`config.mk`:
```
export PLATFORM = sky130hd
export DESIGN_NAME = clock_set_ctrl
export DESIGN_NICKNAME = d
export VERILOG_FILES = /design/src/rtl/clock_pkg.sv /design/src/rtl/wrap_counter.sv /design/src/rtl/clock_set_ctrl.sv
export SDC_FILE = /design/constraint.sdc
export NUM_CORES = 1
export LEC_CHECK = 0
export CAP_MARGIN = 20
export CORE_MARGIN = 2
export CORE_UTILIZATION = 52
export DETAILED_ROUTE_END_ITERATION = 8
export PLACE_DENSITY = 0.8
export SLEW_MARGIN = 20
export SYNTH_ARGS = -nofsm -noshare
export SYNTH_HDL_FRONTEND = slang
export SYNTH_SLANG_ARGS = --single-unit
```
`constraint.sdc`:
```
create_clock -name clk -period 3.3 [get_ports clk]
set_input_delay 0.66 -clock clk [delete_from_list [all_inputs] [get_ports clk]]
set_output_delay 0.66 -clock clk [all_outputs]
set_load 0.01 [all_outputs]
```
`src/rtl/clock_pkg.sv`:
```
// clock_pkg: shared types and default limits for the digital clock.
//   state_e  : controller state, encodings match the set_field output
//   DEF_*    : default last-value-before-wrap for each time field
package clock_pkg;

  typedef enum logic [1:0] {
    RUN     = 2'd0,
    SET_HR  = 2'd1,
    SET_MIN = 2'd2
  } state_e;

  localparam int unsigned DEF_SEC_MAX = 59;
  localparam int unsigned DEF_MIN_MAX = 23 + 36; // 59
  localparam int unsigned DEF_HR_MAX  = 23;

endpackage

```
`src/rtl/wrap_counter.sv`:
```
// wrap_counter: 8-bit counter that wraps to 0 after reaching a limit.
//   clk   in   system clock
//   rst   in   synchronous active-low reset (value -> 0)
//   clr   in   synchronous clear, takes priority over inc
//   inc   in   increment enable
//   max   in   last value before wrap
//   value out  registered count
//   wrap  out  inc & value==max (carry into the next field)
module wrap_counter (
  input  logic       clk,
  input  logic       rst,
  input  logic       clr,
  input  logic       inc,
  input  logic [7:0] max,
  output logic [7:0] value,
  output logic       wrap
);

  logic [7:0] value_q;

  // An out-of-range value (only reachable by forcing) wraps on the next inc.
  always_ff @(posedge clk) begin
    if (!rst)                   value_q <= 8'd0;
    else if (clr)               value_q <= 8'd0;
    else if (inc) begin
      if (value_q >= max)       value_q <= 8'd0;
      else                      value_q <= value_q + 8'd1;
    end
  end

  assign value = value_q;
  assign wrap  = inc & (value_q == max);

endmodule

```
`src/rtl/clock_set_ctrl.sv`:
```
// clock_set_ctrl: time-keeping controller for the digital clock.
// Counts seconds/minutes/hours from a 1 Hz tick and runs a two-button
// set mode (mode selects field, inc bumps it).
//   clk       in   system clock
//   rst       in   synchronous active-low reset
//   tick      in   one-cycle pulse per second
//   mode_btn  in   debounced field-select button level
//   inc_btn   in   debounced increment button level
//   seconds   out  current seconds
//   minutes   out  current minutes
//   hours     out  current hours
//   set_field out  0=RUN 1=SET_HR 2=SET_MIN
//   day_pulse out  one-cycle pulse on 23:59:59 -> 00:00:00 in RUN
module clock_set_ctrl
  import clock_pkg::*;
#(
  parameter int unsigned SEC_MAX = DEF_SEC_MAX,
  parameter int unsigned MIN_MAX = DEF_MIN_MAX,
  parameter int unsigned HR_MAX  = DEF_HR_MAX
) (
  input  logic       clk,
  input  logic       rst,
  input  logic       tick,
  input  logic       mode_btn,
  input  logic       inc_btn,
  output logic [7:0] seconds,
  output logic [7:0] minutes,
  output logic [7:0] hours,
  output logic [1:0] set_field,
  output logic       day_pulse
);

  state_e state_q;
  logic   mode_prev_q, inc_prev_q;
  logic   day_pulse_q;

  logic   mode_press, inc_press, inc_eff;
  logic   in_run, in_set_hr, in_set_min;
  logic   sec_clr, sec_inc, min_inc, hr_inc;
  logic   sec_wrap, min_wrap, hr_wrap;

  assign mode_press = mode_btn & ~mode_prev_q;
  assign inc_press  = inc_btn  & ~inc_prev_q;
  // Mode wins over a coincident inc press.
  assign inc_eff    = inc_press & ~mode_press;

  assign in_run     = (state_q == RUN);
  assign in_set_hr  = (state_q == SET_HR);
  assign in_set_min = (state_q == SET_MIN);

  // Entering set mode zeroes seconds and swallows any coincident tick.
  assign sec_clr = in_run & mode_press;
  assign sec_inc = in_run & tick & ~mode_press;
  // RUN follows the carry chain; set states bump the field directly.
  assign min_inc = in_run ? sec_wrap : (in_set_min & inc_eff);
  assign hr_inc  = in_run ? min_wrap : (in_set_hr  & inc_eff);

  wrap_counter u_sec (
    .clk(clk), .rst(rst), .clr(sec_clr), .inc(sec_inc),
    .max(8'(SEC_MAX)), .value(seconds), .wrap(sec_wrap)
  );

  wrap_counter u_min (
    .clk(clk), .rst(rst), .clr(1'b0), .inc(min_inc),
    .max(8'(MIN_MAX)), .value(minutes), .wrap(min_wrap)
  );

  wrap_counter u_hr (
    .clk(clk), .rst(rst), .clr(1'b0), .inc(hr_inc),
    .max(8'(HR_MAX)), .value(hours), .wrap(hr_wrap)
  );

  // Prev copies reset high so a button held through reset is not a press.
  always_ff @(posedge clk) begin
    if (!rst) begin
      state_q     <= RUN;
      mode_prev_q <= 1'b1;
      inc_prev_q  <= 1'b1;
      day_pulse_q <= 1'b0;
    end else begin
      mode_prev_q <= mode_btn;
      inc_prev_q  <= inc_btn;
      // hr_wrap only occurs in RUN via the chain; set-mode hour wrap has inc
      // from the button, so gate on RUN explicitly.
      day_pulse_q <= in_run & hr_wrap;
      if (mode_press) begin
        case (state_q)
          RUN:     state_q <= SET_HR;
          SET_HR:  state_q <= SET_MIN;
          default: state_q <= RUN;
        endcase
      end
    end
  end

  assign set_field = state_q;
  assign day_pulse = day_pulse_q;

endmodule

```
==> flow_summary.json, run 1 <==
{
  "cts.hold.buffers_added": 0,
  "min_period_ns": 2.470,
  "critPathKind": "in2reg",
  "first_pass_iters": 4,
  "root_buffer": "clkbuf_4",
  "grt_pass1_wl_um": 4616,
  "relSlewSlack": 0.6110,
  "final.fill_count": 191,
  "drt_iter0_markers": 28,
  "synthArstFlopShare": 0,
  "skew_ns": 0.004556,
  "synth_edf_count": 0,
  "synth_nets": 158,
  "synth_seq_area_share": 0.4427,
  "grt_usage": 0.2213,
  "dieWidth_um": 54.22,
  "routedWlPerCell_um": 13.79,
  "cts.sinks": 29,
  "diodes": 0,
  "io_buffers": 31,
  "setup_violations": 0,
  "synthTopCellsByCount": "dfxtp_1, nor2_1, nand2_1",
  "ys_seq_elements": 29,
  "leakage_nw": 0.6135,
  "endpoint_kind": "register",
  "avgSynthCellArea_um2": 8.742,
  "final_core_util": 0.6980,
  "clk_pin_slew_ns": 0.09,
  "hold_ws_ns": 0.4906,
  "arrival_ns": 2.73,
  "antenna_left": 0,
  "drt_wl_total_um": 2951,
  "dp.cells": 207,
  "fin_crit_sh": 0.7484,
  "cts_resized": 0,
  "synth.most_common_cell": "dfxtp_1",
  "netlist_instances": 150,
  "antenna_found_initial": 0,
  "area_delta_synth_final_pct": 29.48,
  "routed_via_density": 5.533,
  "syn_area_mm2": 0.001311,
  "hp-class": "reg2reg",
  "gp_congestion": 0.7749,
  "cts_tree": "yes",
  "grt_max_degree": 19,
  "layout.nets": 192,
  "die_h_um": 54.22,
  "insertion_delay_ns": 0.32,
  "required_ns": 3.56,
  "clockBufferDepth": 2,
  "ys_warn_count": 0,
  "dieArea_mm2": 0.002939,
  "synth_top_cell_area_share": 0.4427,
  "peakVddDrop_mv": 0.3670,
  "hold_violations": 0,
  "setup-tns-final_ns": 0,
  "fmax_mhz": 404.9,
  "ys_types": 42,
  "core-area_mm2": 0.002432,
  "worst_slew_pin_slew_ns": 0.5790,
  "io_pins": 32,
  "place_hpwl_um": 2082,
  "grt_overflow": 0,
  "synth_flop_cell": "dfxtp_1",
  "start_util": 0.5391,
  "htree_levels": 2,
  "cp-start-kind": "input pin",
  "status": "finished clean",
  "post-route-cell-area_mm2": 0.001698,
  "drc": 0,
  "drive_above_1_share": 0.05435,
  "yosys-top-cells-area": "dfxtp_1, nor2_1, nand2_1",
  "max_cap_violations": 0,
  "grt_pass1_vias": 1049,
  "finalMaxSlewViolations": 0,
  "vias": 1184,
  "fin_cells": 214,
  "postCtsSetupRepairBufs": 0,
  "placed_area_mm2": 0.001643,
  "cts_buffers": 5,
  "core.rowCount": 18,
  "rsz0062_at_grt": "false",
  "power_density_mw_per_mm2": 362.5,
  "crit_path_max_fanout": 13,
  "synth_top_area_cell": "dfxtp_1"
}
==> cells in the final DEF, fill, tap and decap left out, types with 5 or more instances in the layout <==
cell / synthesis / final
nand2b_1: 5 / 5
a21oi_1: 6 / 6
nand2_1: 16 / 16
nor2_1: 22 / 22
clkbuf_4: 0 / 5
dfxtp_1: 29 / 29
clkdlybuf4s50_1: 0 / 31
nand4_1: 6 / 6
xor2_1: 6 / 6
==> layout make-up <==
type | instances | area, um2 | share of cell area
clock buffer | 7 | 55.05 | 0.03242
inverter | 2 | 7.507 | 0.004422
multi-input combinational | 115 | 706.9 | 0.4164
sequential | 29 | 580.6 | 0.3419
tap | 30 | 37.54 | 0.02211
timing repair buffer | 31 | 310.3 | 0.1828
==> critical path, stage by stage <==
cell	delay, ns
clkdlybuf4s50_1	0.43
nand2b_1	0.23
nand4_1	0.28
o21ai_4	0.37
a21oi_2	0.21
or3b_1	0.39
a21boi_1	0.15
==> logic make-up after synthesis <==
family / Yosys count / share of synthesized area
buf+inv: 6 / 0.01813
fa+ha+maj: 3 / 0.02863
flops: 29 / 0.4428
mux: 2 / 0.01527
simple gates: 73 / 0.2872
compound gates: 29 / 0.1546
xor+xnor: 8 / 0.05344
==> final timing paths <==
kind                  start       endpoint  slack (ns)  cells after the start
max                mode_btn  u_hr.value[0]        0.83                      7
min           u_hr.value[1]  u_hr.value[1]        0.49                      2
max reg2reg  u_sec.value[3]  u_hr.value[0]        1.17                      6
min reg2reg   u_hr.value[1]  u_hr.value[1]        0.49                      2
==> report_power, final <==
part	total (mW)	internal (mW)	switching, mW
clock network	0.219	0.100	0.119
registers	0.359	0.354	0.00512
logic	0.0371	0.0181	0.0190
==> flip-flops by register name, indices dropped and copies added, names as in the netlist <==
name / count
mode_prev_q: 1
set_field: 2
u_min.value: 8
u_hr.value: 8
u_sec.value: 8
inc_prev_q: 1
day_pulse: 1
==> layer usage <==
| metal | global-route usage | share of wire | vias up |
|---|---|---|---|
| li1 | - | - | 602 |
| met1 | 0.2840 | 0.47 | 543 |
| met2 | 0.3414 | 0.46 | 35 |
| met3 | 0.05738 | 0.050 | 4 |
| met4 | 0.1125 | 0.018 | 0 |
| met5 | 0 | 0 | - |
==> per-stage QoR <==
| stage | setup WS, ns | total power [mW] |
|---|---|---|
| floorplan | 1.189 | 0.3865 |
| global placement | 0.6492 | 0.4029 |
| detailed placement | 0.5182 | 0.4044 |
| CTS | 0.8684 | 0.6192 |
| global route | 0.6488 | 0.6345 |
| finish | 0.8302 | 0.6155 |
Power figures use the tool's default switching activity.
==> run 2: changes to the inputs <==
CORE_UTILIZATION = 48   (was 52)
PLACE_DENSITY = 0.75   (was 0.8)
clock period = 2.53 ns   (was 3.3 ns; I/O delays follow)
==> run 2 against run 1 <==
  * Clock skew rose by 0.014 ns
  * Register-to-register slack got worse by 0.85 ns
  * Non-clock buffer count is 3 higher
  * Critical path depth is the same
  * Critical path type is now reg2reg
  * Critical endpoint is now u_hr.value[3]
==> flow_summary.json, run 2 (same netlist as run 1, synthesis figures left out) <==
{
  "post-route-cell-area_mm2": 0.001735,
  "final_common_cell": "clkdlybuf4s50_1",
  "hold_violations": 0,
  "cts.hold.buffers_added": 0,
  "gp_congestion": 0.8702,
  "power.share.switching": 0.2394,
  "status": "finished clean",
  "cp_slowest_cell": "dfxtp_1",
  "antenna_left": 0,
  "pre_cts_ws_ns": 0.1669,
  "setup_violations": 0,
  "drt_wl_total_um": 3091,
  "leakage_nw": 0.6379,
  "grt_usage": 0.2152,
  "endpoint_kind": "register",
  "hold_ws_ns": 0.5054,
  "clk_pin_slew_ns": 0.10,
  "max_cap_violations": 0,
  "dieWidth_um": 56.27,
  "power_frac_seq": 0.551,
  "cts_buffers": 5,
  "critPathKind": "reg2reg",
  "cts.sinks": 29,
  "p_switching_mw": 0.2039,
  "worstPathCellList": "ha_1, nand4_1, or4_1, nor2_1, a21oi_2, nand2b_1, o32ai_1",
  "insertion_delay_ns": 0.34,
  "routed_via_density": 5.523,
  "core.rowCount": 18,
  "io_buffers": 31,
  "routedWlPerCell_um": 14.18,
  "root_buffer": "clkbuf_4",
  "final_core_util": 0.6880,
  "finalMaxSlewViolations": 0,
  "rsz0062_at_grt": "false",
  "setup-tns-final_ns": 0,
  "diodes": 0,
  "layout.nets": 195,
  "crit_path_max_fanout": 10,
  "arrival_ns": 2.44,
  "fmax_mhz": 452.6,
  "grt_overflow": 0,
  "start_util": 0.5198,
  "clockBufferDepth": 2,
  "p_int_mw": 0.6478,
  "worst_slew_pin_slew_ns": 0.5212,
  "drc": 0,
  "die_h_um": 56.27,
  "grt_pass1_wl_um": 5368,
  "relSlewSlack": 0.6498,
  "dieArea_mm2": 0.003166,
  "final_cell_mix": "clkdlybuf4s50_1, dfxtp_1, nor2_1, nand2_1",
  "antenna_found_initial": 0,
  "core-area_mm2": 0.002522,
  "pwr-share-clk": 0.390,
  "power_density_mw_per_mm2": 490.8,
  "slowest_delay_ns": 0.42,
  "drt_iter0_markers": 31,
  "cts_resized": 0,
  "placed_area_mm2": 0.001665,
  "vias": 1204,
  "cp-start-kind": "register",
  "area_delta_synth_final_pct": 32.35,
  "place_hpwl_um": 2148,
  "min_period_ns": 2.210,
  "peakVddDrop_mv": 0.4685,
  "dp.cells": 210,
  "final.fill_count": 212,
  "io_pins": 32,
  "drive_above_1_share": 0.07979,
  "grt_max_degree": 14,
  "layout_setup_ws_ns": 0.3204,
  "power.total_mw": 0.8517,
  "cts_tree": "yes",
  "grt_pass1_vias": 1163,
  "first_pass_iters": 4,
  "hp-class": "reg2reg",
  "fin_crit_sh": 0.8734,
  "postCtsSetupRepairBufs": 0,
  "skew_ns": 0.01905,
  "fin_cells": 218,
  "combinationalPowerShare": 0.059,
  "htree_levels": 2,
  "required_ns": 2.77
}
run 2: changes by cell type in the layout (fill, tap and decap cells not counted):
cell / previous run / this run
clkbuf_1: 1 / 0
clkinv_2: 0 / 1
buf_4: 0 / 3
clkbuf_8: 1 / 2
run 2: layer usage:
layer  up-vias  track usage  part of all wire
li1        609            -                 -
met1       540       0.2722              0.45
met3        12      0.05069             0.049
met2        43       0.3311              0.47
met5         -            0                 0
met4         0       0.1293             0.030
run 2: final timing paths:
path,from,endpoint,slack [ns],cells past startpoint
setup / recovery,u_min.value[0],u_hr.value[3],0.32,7
hold / removal,u_hr.value[1],u_hr.value[1],0.51,2
setup reg to reg,u_min.value[0],u_hr.value[3],0.32,7
hold reg to reg,u_hr.value[1],u_hr.value[1],0.51,2
run 2: area by class of cell:
cell class	instances	area, um2	share of cell area
sequential	29	580.6	0.3345
multi-input combinational	115	706.9	0.4074
timing repair buffer	34	332.8	0.1918
tap	30	37.54	0.02163
clock inverter	1	5.005	0.002884
clock buffer	7	65.06	0.03749
inverter	2	7.507	0.004326
run 2: power by group through the flow:
stage	logic (mW)	registers [mW]	clock network, mW
floorplan	0.0240	0.480	0
global placement	0.0485	0.479	0
detailed placement	0.0493	0.480	0
CTS	0.0498	0.469	0.332
global route	0.0555	0.471	0.347
finish	0.0501	0.469	0.332
run 2: critical path: cells and delay by family, from the launching register on:
kind / cells / cell delay (ns)
compound gates: 2 / 0.50
fa+ha+maj: 1 / 0.24
flops: 1 / 0.42
simple gates: 4 / 0.93
